`config.mk`:
```
export PLATFORM = sky130hd
export DESIGN_NAME = sram_arb2
export DESIGN_NICKNAME = d
export VERILOG_FILES = /design/src/rtl/sram_arb2.sv
export SDC_FILE = /design/constraint.sdc
export NUM_CORES = 1
export LEC_CHECK = 0
export CORE_MARGIN = 4
export CORE_UTILIZATION = 36
export CTS_CLUSTER_DIAMETER = 50
export DETAILED_ROUTE_END_ITERATION = 8
export PLACE_DENSITY_LB_ADDON = 0.2
export RECOVER_POWER = 50
export SYNTH_ARGS = -nofsm -noshare
export SYNTH_HDL_FRONTEND = slang
export SYNTH_SLANG_ARGS = --single-unit
```
`constraint.sdc`:
```
create_clock -name clk -period 1.5 [get_ports clk]
set_clock_uncertainty 0.05 [all_clocks]
set_input_delay 0.225 -clock clk [delete_from_list [all_inputs] [get_ports clk]]
set_output_delay 0.225 -clock clk [all_outputs]
set_load 0.005 [all_outputs]
```
`src/rtl/sram_arb2.sv`:
```
// sram_arb2: round-robin arbiter sharing one single-port synchronous SRAM between two requesters
// ports: clk/rst; req_valid/req_ready/req_we/req_addr/req_wdata command handshake per requester;
// rsp_valid/rsp_rdata read response; busy; mem_enable/mem_r_w/mem_address/mem_datain/mem_dataout SRAM pins
module sram_arb2 #(
  parameter int ADDR_W = 5,
  parameter int DATA_W = 8
) (
  input  logic                  clk,
  input  logic                  rst,
  input  logic [1:0]            req_valid,
  output logic [1:0]            req_ready,
  input  logic [1:0]            req_we,
  input  logic [2*ADDR_W-1:0]   req_addr,
  input  logic [2*DATA_W-1:0]   req_wdata,
  output logic [1:0]            rsp_valid,
  output logic [DATA_W-1:0]     rsp_rdata,
  output logic                  busy,
  output logic                  mem_enable,
  output logic                  mem_r_w,
  output logic [ADDR_W-1:0]     mem_address,
  output logic [DATA_W-1:0]     mem_datain,
  input  logic [DATA_W-1:0]     mem_dataout
);
  typedef enum logic [1:0] {IDLE, ISSUE, RDWAIT} state_t;
  state_t state;
  logic last_gnt, c_we, c_own, win, hs, iss;
  logic [ADDR_W-1:0] c_addr;
  logic [DATA_W-1:0] c_wdata;
  logic [1:0] grant;
  // on a tie the requester that did not win last time gets the slot
  always_comb grant = (req_valid == 2'b11) ? (last_gnt ? 2'b01 : 2'b10) : req_valid;
  assign req_ready   = (state == IDLE && !rst) ? grant : 2'b00;
  assign win         = req_ready[1];
  assign hs          = |req_ready;
  assign iss         = state == ISSUE;
  assign busy        = state != IDLE && !rst;
  assign mem_enable  = iss && !rst;
  assign mem_r_w     = iss ? c_we : 1'b0;
  assign mem_address = iss ? c_addr : '0;
  assign mem_datain  = iss ? c_wdata : '0;
  always_ff @(posedge clk) begin
    if (rst) begin
      state     <= IDLE;
      last_gnt  <= 1'b1;
      c_we      <= 1'b0;
      c_own     <= 1'b0;
      c_addr    <= '0;
      c_wdata   <= '0;
      rsp_valid <= 2'b00;
      rsp_rdata <= '0;
    end else begin
      rsp_valid <= 2'b00;
      case (state)
        IDLE: if (hs) begin
          state    <= ISSUE;
          last_gnt <= win;
          c_own    <= win;
          c_we     <= req_we[win];
          c_addr   <= win ? req_addr[2*ADDR_W-1:ADDR_W] : req_addr[ADDR_W-1:0];
          c_wdata  <= win ? req_wdata[2*DATA_W-1:DATA_W] : req_wdata[DATA_W-1:0];
        end
        ISSUE: state <= c_we ? IDLE : RDWAIT;
        RDWAIT: begin
          // SRAM output is registered: the read issued last cycle is on mem_dataout now
          rsp_rdata <= mem_dataout;
          rsp_valid <= c_own ? 2'b10 : 2'b01;
          state     <= IDLE;
        end
        default: state <= IDLE;
      endcase
    end
  end
endmodule

```
==> results.yml <==
die:
  core_area_um2: 3740
  io_pins: 68
  die_w_um: 70.7
  die_area_um2: 5000
  die_h_um: 70.7
  rows: 22
  initial_utilization: 0.378
hold_path:
  hold_path.class: "flop to flop"
pwr:
  p_per_area_nw_per_um2: 805
  vdd_drop_max_uv: 600
  p_leak_nw: 0.964
logic_synthesis:
  synthCells: 163
  synth.cell_area_um2: 1420
  ys.warnings.count: 0
  synth.distinct_cells: 26
  syn_nets: 203
  ys_seq_area_frac: 0.396
  synth-seq-cells: 28
  avgSynthCellArea_um2: 8.69
timing:
  slew_headroom: 0.763
  timing.final.crit_share: 1.12
  worst_pin_slew_ps: 356
  drv_slew: 0
  hold_viol_final: 0
  fin_crit_ps: 1680
  setup_viol: 24
  worst_slack_ps: -181
  rsz0062_at_grt: "yes"
  setup_tns_ps: -1600
  max_freq_mhz: 595
clocking:
  insertion_delay_ps: 280
  numCtsBuffers: 3
  cts-root-buf: "clkbuf_8"
  path_clk_slew_ps: 110
  cts_max_level: 1
  max-clock-path-buffers: 2
  cts_tree: "yes"
  cts_sinks: 28
setup_path:
  end_kind: "primary output"
  cp-start-kind: "flop"
  crit_type: "flop to primary output"
  cp_data_required_time_ps: 1220
  cp.arrival_ps: 1410
  r2r_slack_ps: -30
  critPathMaxFanout: 3
grt:
  grtUsageTotal: 0.178
  grt_start_max_net_pins: 30
  grt_pass1_wl_mm: 7.25
  antenna_found_initial: 0
  grt_pass1_vias: 1491
  overflow: 0
placement:
  portBuffers: 67
  dp_hpwl_mm: 2.98
  dp_cells: 277
  place_congestion: 0.715
finish:
  drive_gt1_frac: 0.492
  layout_common_cells: "48 x clkdlybuf4s50_1, 30 x buf_6, 26 x dfxtp_1"
  nNetsFinal: 287
  filler_cell_count: 288
  mostFrequentLayoutCell: "clkdlybuf4s50_1"
  final_cells: 294
  diodes: 0
  syn_to_final_growth_pct: 86.0
detailed_routing:
  vias_per_cell: 5.20
  routed_wl_mm: 4.80
  routedWlPerCell_um: 16.3
  num_vias: 1530
  drtIter0Drc: 48
  drc: 0
  dr.pass1.iters: 4
  detail-route-antenna-nets: 0
run_status:
  violations: "negative setup slack"
  outcome: "finished with violations"
run:
  maxCapViolations: 0
-- registers in the layout, summed over array words and instances, names as in the netlist --
signal	cells
rsp_rdata	8
state	2
c_we	1
c_own	1
last_gnt	1
rsp_valid	2
c_addr	5
c_wdata	8
-- worst max-delay path, cell delays in order (launching register included) --
cell and delay [ps]:
dfxtp_2 340, or3_4 430, a211oi_4 200, buf_2 150
-- cell families after synthesis --
family          Yosys count  share of synthesized area
buf+inv                  19                     0.0760
compound gates           56                      0.310
simple gates             60                      0.218
flops                    28                      0.396
-- report_power, final --
group          switching, W  internal, W
clock              0.000251     0.000357
combinational      0.000302     0.000376
sequential        0.0000344     0.000798
total              0.000588      0.00153
-- layout make-up --
type                    instances  area, um^2  share of cell area
inverters                       2        7.51             0.00285
clock inverters                 1        30.0              0.0114
clock buffers                   3        41.3              0.0157
well taps                      48        60.1              0.0228
flip-flops and latches         28         563               0.214
repair buffers                 95         960               0.364
multi-input cells             117         972               0.369
-- cells in the mapped netlist --
cell type	count	area, um^2
a311oi_2	9	135
and2_1	14	87.6
nor3_1	2	10.0
o21ai_1	7	35.0
a21oi_1	23	115
nor2b_1	2	12.5
a211oi_2	1	12.5
and2_4	1	8.76
a21boi_2	1	11.3
buf_6	3	33.8
inv_1	2	7.51
nand2b_1	3	18.8
nand2_1	16	60.1
buf_2	8	40.0
dfxtp_1	28	561
buf_4	1	7.51
o22ai_1	1	6.26
o21ai_2	8	70.1
or3_1	1	6.26
a21bo_2	1	10.0
or2_1	1	6.26
nand3_1	14	70.1
clkbuf_1	5	18.8
nor3_2	1	10.0
nor2_1	5	18.8
a311oi_1	5	43.8
-- worst paths after layout --
path / start / to / cells after the start
worst max-delay path: state[0] / req_ready[0] / 3
worst max register to register: state[0] / c_wdata[4] / 5
worst min-delay path: c_own / rsp_valid[0] / 1
worst min register to register: c_own / rsp_valid[0] / 1
-- stage by stage --
step / instance area [um^2] / total power [W] / util / worst slack [ps] / hold slack, ps
6_report: 2630 / 0.00212 / 0.704 / -181 / 402
5_1_grt: 2630 / 0.00220 / 0.704 / -213 / 422
4_1_cts: 2390 / 0.00200 / 0.638 / -178 / 387
3_5_place_dp: 2170 / 0.00133 / 0.581 / -629 / 362
3_3_place_gp: 2170 / 0.00132 / 0.581 / -617 / 366
2_1_floorplan: 1420 / 0.00109 / - / 98.5 / 311
-- routing by layer --
metal / part of all wire / track usage / routed length [um]
met4: 0.011 / 0.0459 / 52
met1: 0.41 / 0.229 / 1960
met3: 0.051 / 0.0270 / 246
met2: 0.53 / 0.309 / 2540
met5: 0 / 0 / 0
-- repair_timing --
item                                    CTS  global route
gates resized for setup                  97            66
hold buffers                              0             0
setup buffers                             7             3
gates cloned                              3             1
pin swaps                                13            32
endpoints found under the setup margin   32            40
(Power assumes the default switching activity.)
==> variant 1 (config.mk and constraints unchanged) <==
Set the parameter `ADDR_W` to 6 (it was 5).
--- a/src/rtl/sram_arb2.sv
+++ b/src/rtl/sram_arb2.sv
@@ -4,3 +4,3 @@
 module sram_arb2 #(
-  parameter int ADDR_W = 5,
+  parameter int ADDR_W = 6,
   parameter int DATA_W = 8
Ports: changed (resized mem_address and req_addr); port bits go from 68 to 71. No check against the original RTL was run, so the function may have changed too.
==> variant 1 against the original RTL <==
- the run still ends with negative setup slack left
- sequential cell count increased by 1
- synthesized area increased by 2.2%
- global-route usage increased by 2.6 points
- setup slack improved by 0.0054 ns
- register-to-register slack got worse by 0.04 ns
- die area increased by 2.0%
- combinational power increased by 6.8%
- routed wire length increased by 8.5%
- design area increased by 5.7%
- count of clock-buffer cells in the layout increased by 2
- first-iteration DRC count increased by 150%
- power increased by 4.6%
==> variant 1: results (changes against the original RTL) <==
{
  "layout_cells_sized_above_1": {"value": 48.13, "unit": "%", "change": "-1.1 points"},
  "netSwitchingPower": {"value": 0.0006574, "unit": "W", "change": "+12%"},
  "max_stage_delay": {"value": 0.33, "unit": "ns", "change": "-0.10 ns"},
  "synth_cell_types": {"value": 27, "change": "+3.8%"},
  "run_status": {"value": "finished with violations"},
  "violations": {"value": "negative setup slack"},
  "setup_violations": {"value": 31, "change": "+29%"},
  "wire_length_of_the_first_global_routing_pass": {"value": 8286, "unit": "µm", "change": "+14%"},
  "power.internal": {"value": 0.001559, "unit": "W", "change": "+1.8%"},
  "synth_area_leaders": {"value": "sky130_fd_sc_hd__dfxtp_1 (40%), sky130_fd_sc_hd__a311oi_2 (9.3%), sky130_fd_sc_hd__a21oi_1 (8.3%)"},
  "largestRegisters": {"value": "c_wdata (8), rsp_rdata (8), c_addr (6)"},
  "tightest_slew": {"value": 0.3728, "unit": "ns", "change": "+0.01657 ns"},
  "nFillCells": {"value": 266, "change": "-7.6%"},
  "p_leak": {"value": 1.042, "unit": "nW", "change": "+8.1%"},
  "rrSetupSlack": {"value": -0.07, "unit": "ns", "change": "-0.04 ns"},
  "syn-num-nets": {"value": 211, "change": "+3.9%"},
  "grt.total_usage": {"value": 20.33, "unit": "%", "change": "+2.6 points"},
  "grt_start_max_net_pins": {"value": 31, "change": "+3.3%"},
  "crit_path_slowest_cell": {"value": "sky130_fd_sc_hd__dfxtp_2"},
  "compound_cell_area_share_of_the_yosys_netlist": {"value": 29.56, "unit": "%", "change": "-1.4 points"},
  "synth_common_cells": {"value": "sky130_fd_sc_hd__dfxtp_1 (29), sky130_fd_sc_hd__a21oi_1 (24), sky130_fd_sc_hd__nand2_1 (16), sky130_fd_sc_hd__and2_1 (15), sky130_fd_sc_hd__nand3_1 (15)"},
  "launch_point_of_the_critical_path": {"value": "state[1]$_SDFFE_PP0P_"},
  "worst_setup_slack_final": {"value": -0.1753, "unit": "ns", "change": "+0.005370 ns"},
  "detail_route.wirelength": {"value": 5207, "unit": "µm", "change": "+8.5%"},
  "cts.reportedPaths.clkPinSlew": {"value": 0.07, "unit": "ns", "change": "-0.04 ns"},
  "clock_power_share": {"value": 28.2, "unit": "%", "change": "-0.5 points"},
  "peakVddDrop": {"value": 0.5259, "unit": "mV", "change": "-12%"},
  "synth_sequential_area_ratio": {"value": 40.10, "unit": "%", "change": "+0.53 points"},
  "viasPerCell": {"value": 5.320, "change": "+2.2%"}
}
variant 1: kinds of logic after synthesis:
family / count (synthesis)
and+or+nand+nor: 62
AOI/OAI and AO/OA: 59
buffers and inverters: 19
DFF: 29
variant 1: final cells by class:
type / count / area, µm² / area share [%]
Tap cell: 48 / 60.06 / 2.157
Sequential cell: 29 / 583.1 / 20.94
Inverter: 2 / 7.507 / 0.2697
Multi-Input combinational cell: 122 / 969.7 / 34.83
Clock inverter: 3 / 17.52 / 0.6292
Timing Repair Buffer: 107 / 1077 / 38.70
Clock buffer: 5 / 68.82 / 2.472
variant 1: stage by stage:
step | setup WS, ns | instances | setup TNS, ns
6_report | -0.1753 | 316 | -1.955
5_1_grt | -0.2130 | 316 | -3.319
4_1_cts | -0.1718 | 315 | -3.103
3_5_place_dp | -0.5563 | 288 | -9.945
3_3_place_gp | -0.5574 | 288 | -9.796
2_1_floorplan | 0.1002 | 169 | 0
variant 1: what timing repair did:
| item | in CTS | in global routing |
|---|---|---|
| endpoints found under the setup margin | 34 | 43 |
| pin swaps | 30 | 17 |
| cloned | 4 | 0 |
| gates resized for setup | 140 | 38 |
| setup buffers | 15 | 3 |
variant 1: path summary, 6_finish.rpt:
path | to | cells after the start
setup / recovery | mem_r_w | 7
hold / removal | rsp_valid[0]$_SDFF_PP0_ | 1
setup reg to reg | c_wdata[0]$_SDFFE_PP0P_ | 5
hold reg to reg | rsp_valid[0]$_SDFF_PP0_ | 1
variant 1: routing by layer:
| metal | GRT usage (%) | vias to the layer above |
|---|---|---|
| met3 | 5.470 | 6 |
| li1 | - | 802 |
| met2 | 33.98 | 58 |
| met4 | 8.351 | 0 |
| met1 | 24.57 | 815 |
| met5 | 0 | - |
==> variant 2 (same settings) <==
Without the edit above. The 3 states of `state_t` get a one-hot encoding in 3 bits.
--- a/src/rtl/sram_arb2.sv
+++ b/src/rtl/sram_arb2.sv
@@ -23,3 +23,3 @@
 );
-  typedef enum logic [1:0] {IDLE, ISSUE, RDWAIT} state_t;
+  typedef enum logic [2:0] {IDLE = 3'b001, ISSUE = 3'b010, RDWAIT = 3'b100} state_t;
   state_t state;
Behaviour: same outputs for any inputs over 10 cycles, from zero or initial values and one cycle with rst high; not proved beyond that.
==> variant 2 against the original RTL <==
- the flow still finishes with violations (negative setup slack)
- sequential power grew 2%
- design area rose by 6.9%
- largest power group is now the clock network
- setup slack worse by 0.13 ns
- count of clock-buffer cells in the layout rose by 3
- power is 8.9% higher
- synthesized cell count down 3.7%
- non-clock buffer count is 9 higher
- routed wire length up 12%
- highest routed layer unchanged
- sequential cell count up 1
- critical endpoint unchanged
- synthesized area down 3.6%
- sequential share of layout area decreased by 0.62 points
==> variant 2: results (changes against the original RTL) <==
{
  "synth_common_cells": {"value": "sky130_fd_sc_hd__dfxtp_1 (29), sky130_fd_sc_hd__a21oi_1 (15), sky130_fd_sc_hd__and2_1 (15), sky130_fd_sc_hd__a311oi_1 (14), sky130_fd_sc_hd__nand3_1 (14)"},
  "detailedRoute.firstIterationViolations": {"value": 115, "change": "+140%"},
  "critical_path.reg2reg.startpoint": {"value": "state[2]$_SDFFE_PP0P_"},
  "synth_sequential_area_ratio": {"value": 42.53, "unit": "%", "change": "+3.0 points"},
  "met1Wirelength": {"value": 2252, "unit": "µm", "change": "+15%"},
  "max_slew_margin": {"value": 79.86, "unit": "%", "change": "+3.6 points"},
  "wire_length_of_the_first_global_routing_pass": {"value": 7769, "unit": "µm", "change": "+7.2%"},
  "ff2ff_path_depth": {"value": 6, "change": "+1"},
  "setup_violations": {"value": 37, "change": "+54%"},
  "cts_buffers": {"value": 5, "change": "+2"},
  "grt_start_max_net_pins": {"value": 32, "change": "+6.7%"},
  "finish.net_count": {"value": 292, "change": "+1.7%"},
  "syn-num-nets": {"value": 197, "change": "-3.0%"},
  "post_drt_wl_per_cell": {"value": 17.88, "unit": "µm", "change": "+9.5%"},
  "holdWs": {"value": 0.3869, "unit": "ns", "change": "-0.01471 ns"},
  "peakVddDrop": {"value": 0.6755, "unit": "mV", "change": "+13%"},
  "grt.total_usage": {"value": 20.03, "unit": "%", "change": "+2.3 points"},
  "run_status": {"value": "finished with violations"},
  "p_leak": {"value": 1.076, "unit": "nW", "change": "+12%"},
  "dpl.hpwl": {"value": 2944, "unit": "µm", "change": "-1.1%"},
  "synth_area_leaders": {"value": "sky130_fd_sc_hd__dfxtp_1 (43%), sky130_fd_sc_hd__a311oi_1 (9.0%), sky130_fd_sc_hd__and2_1 (6.9%)"},
  "violations": {"value": "negative setup slack"},
  "worst_setup_slack_final": {"value": -0.3065, "unit": "ns", "change": "-0.1258 ns"},
  "preCtsSetupSlack": {"value": -0.8636, "unit": "ns", "change": "-0.2344 ns"},
  "instances_no_fill": {"value": 301, "change": "+2.4%"},
  "nFillCells": {"value": 235, "change": "-18%"},
  "sw_frac_of_total": {"value": 27.35, "unit": "%", "change": "-0.39 points"},
  "placedCellCount": {"value": 275, "change": "-0.72%"},
  "overall_via_count_from_detail_route": {"value": 1583, "change": "+3.5%"},
  "met2WireLength": {"value": 2745, "unit": "µm", "change": "+8.2%"}
}
-- variant 2: changes by cell type after synthesis, sizes merged, moves of 3 or more --
| cell | before | now |
|---|---|---|
| buf | 12 | 9 |
| nor3b | 0 | 4 |
| mux2i | 0 | 8 |
| nor2 | 5 | 13 |
| a21oi | 23 | 15 |
| nand2 | 16 | 0 |
-- variant 2: critical path: cells and delay by family, from the launching register on --
kind / cells / cell delay, ns
flip-flops: 1 / 0.32
buffers and inverters: 1 / 0.15
AND/OR/NAND/NOR: 1 / 0.58
AO/OA/AOI/OAI: 1 / 0.20
-- variant 2: metal layers --
layer	GRT usage [%]	up-vias
met3	6.087	4
met1	22.93	749
met4	7.375	0
met5	0	-
li1	-	766
met2	34.85	64
-- variant 2: worst max path at each step --
| stage | end | start | depth (start not counted) |
|---|---|---|---|
| 3_5_place_dp | req_ready[1] | rst | 5 |
| 4_1_cts | req_ready[0] | state[1]$_SDFFE_PP0P_ | 3 |
| 5_1_grt | req_ready[0] | state[2]$_SDFFE_PP0P_ | 3 |
| 3_3_place_gp | req_ready[1] | rst | 5 |
| 2_1_floorplan | c_addr[0]$_SDFFE_PP0P_ | state[1]$_SDFFE_PP0P_ | 5 |
| 6_report | req_ready[0] | state[2]$_SDFFE_PP0P_ | 3 |
-- variant 2: cell type report --
type | instances | area [µm²] | share of cell area, %
Timing Repair Buffer | 104 | 1061 | 37.69
Multi-Input combinational cell | 109 | 978.4 | 34.76
Sequential cell | 29 | 584.3 | 20.76
Clock buffer | 6 | 82.58 | 2.933
Tap cell | 48 | 60.06 | 2.133
Clock inverter | 2 | 37.54 | 1.333
Inverter | 3 | 11.26 | 0.4000
-- variant 2: logic make-up (layout without fill, tap and decap cells) --
group / count (synthesis) / count (layout) / share of synthesized area [%]
AND/OR/NAND/NOR: 52 / 52 / 21.36
AO/OA/AOI/OAI: 49 / 49 / 23.19
flip-flops: 29 / 29 / 42.53
buffers and inverters: 19 / 115 / 7.057
multiplexers: 8 / 8 / 5.866
-- variant 2: timing repair --
action	4_1_cts	5_1_grt
resized for setup	147	50
gates cloned	1	1
setup endpoints to repair	35	43
buffers inserted	13	5
pin swaps	17	24
-- variant 2: power groups by stage --
stage	sequential [W]	combinational, W	clock, W
CTS	0.000848	0.000491	0.000867
global placement	0.000856	0.000375	0
floorplan	0.000855	0.000192	0
global route	0.000857	0.000635	0.000901
finish	0.000852	0.000598	0.000859
detailed placement	0.000858	0.000386	0
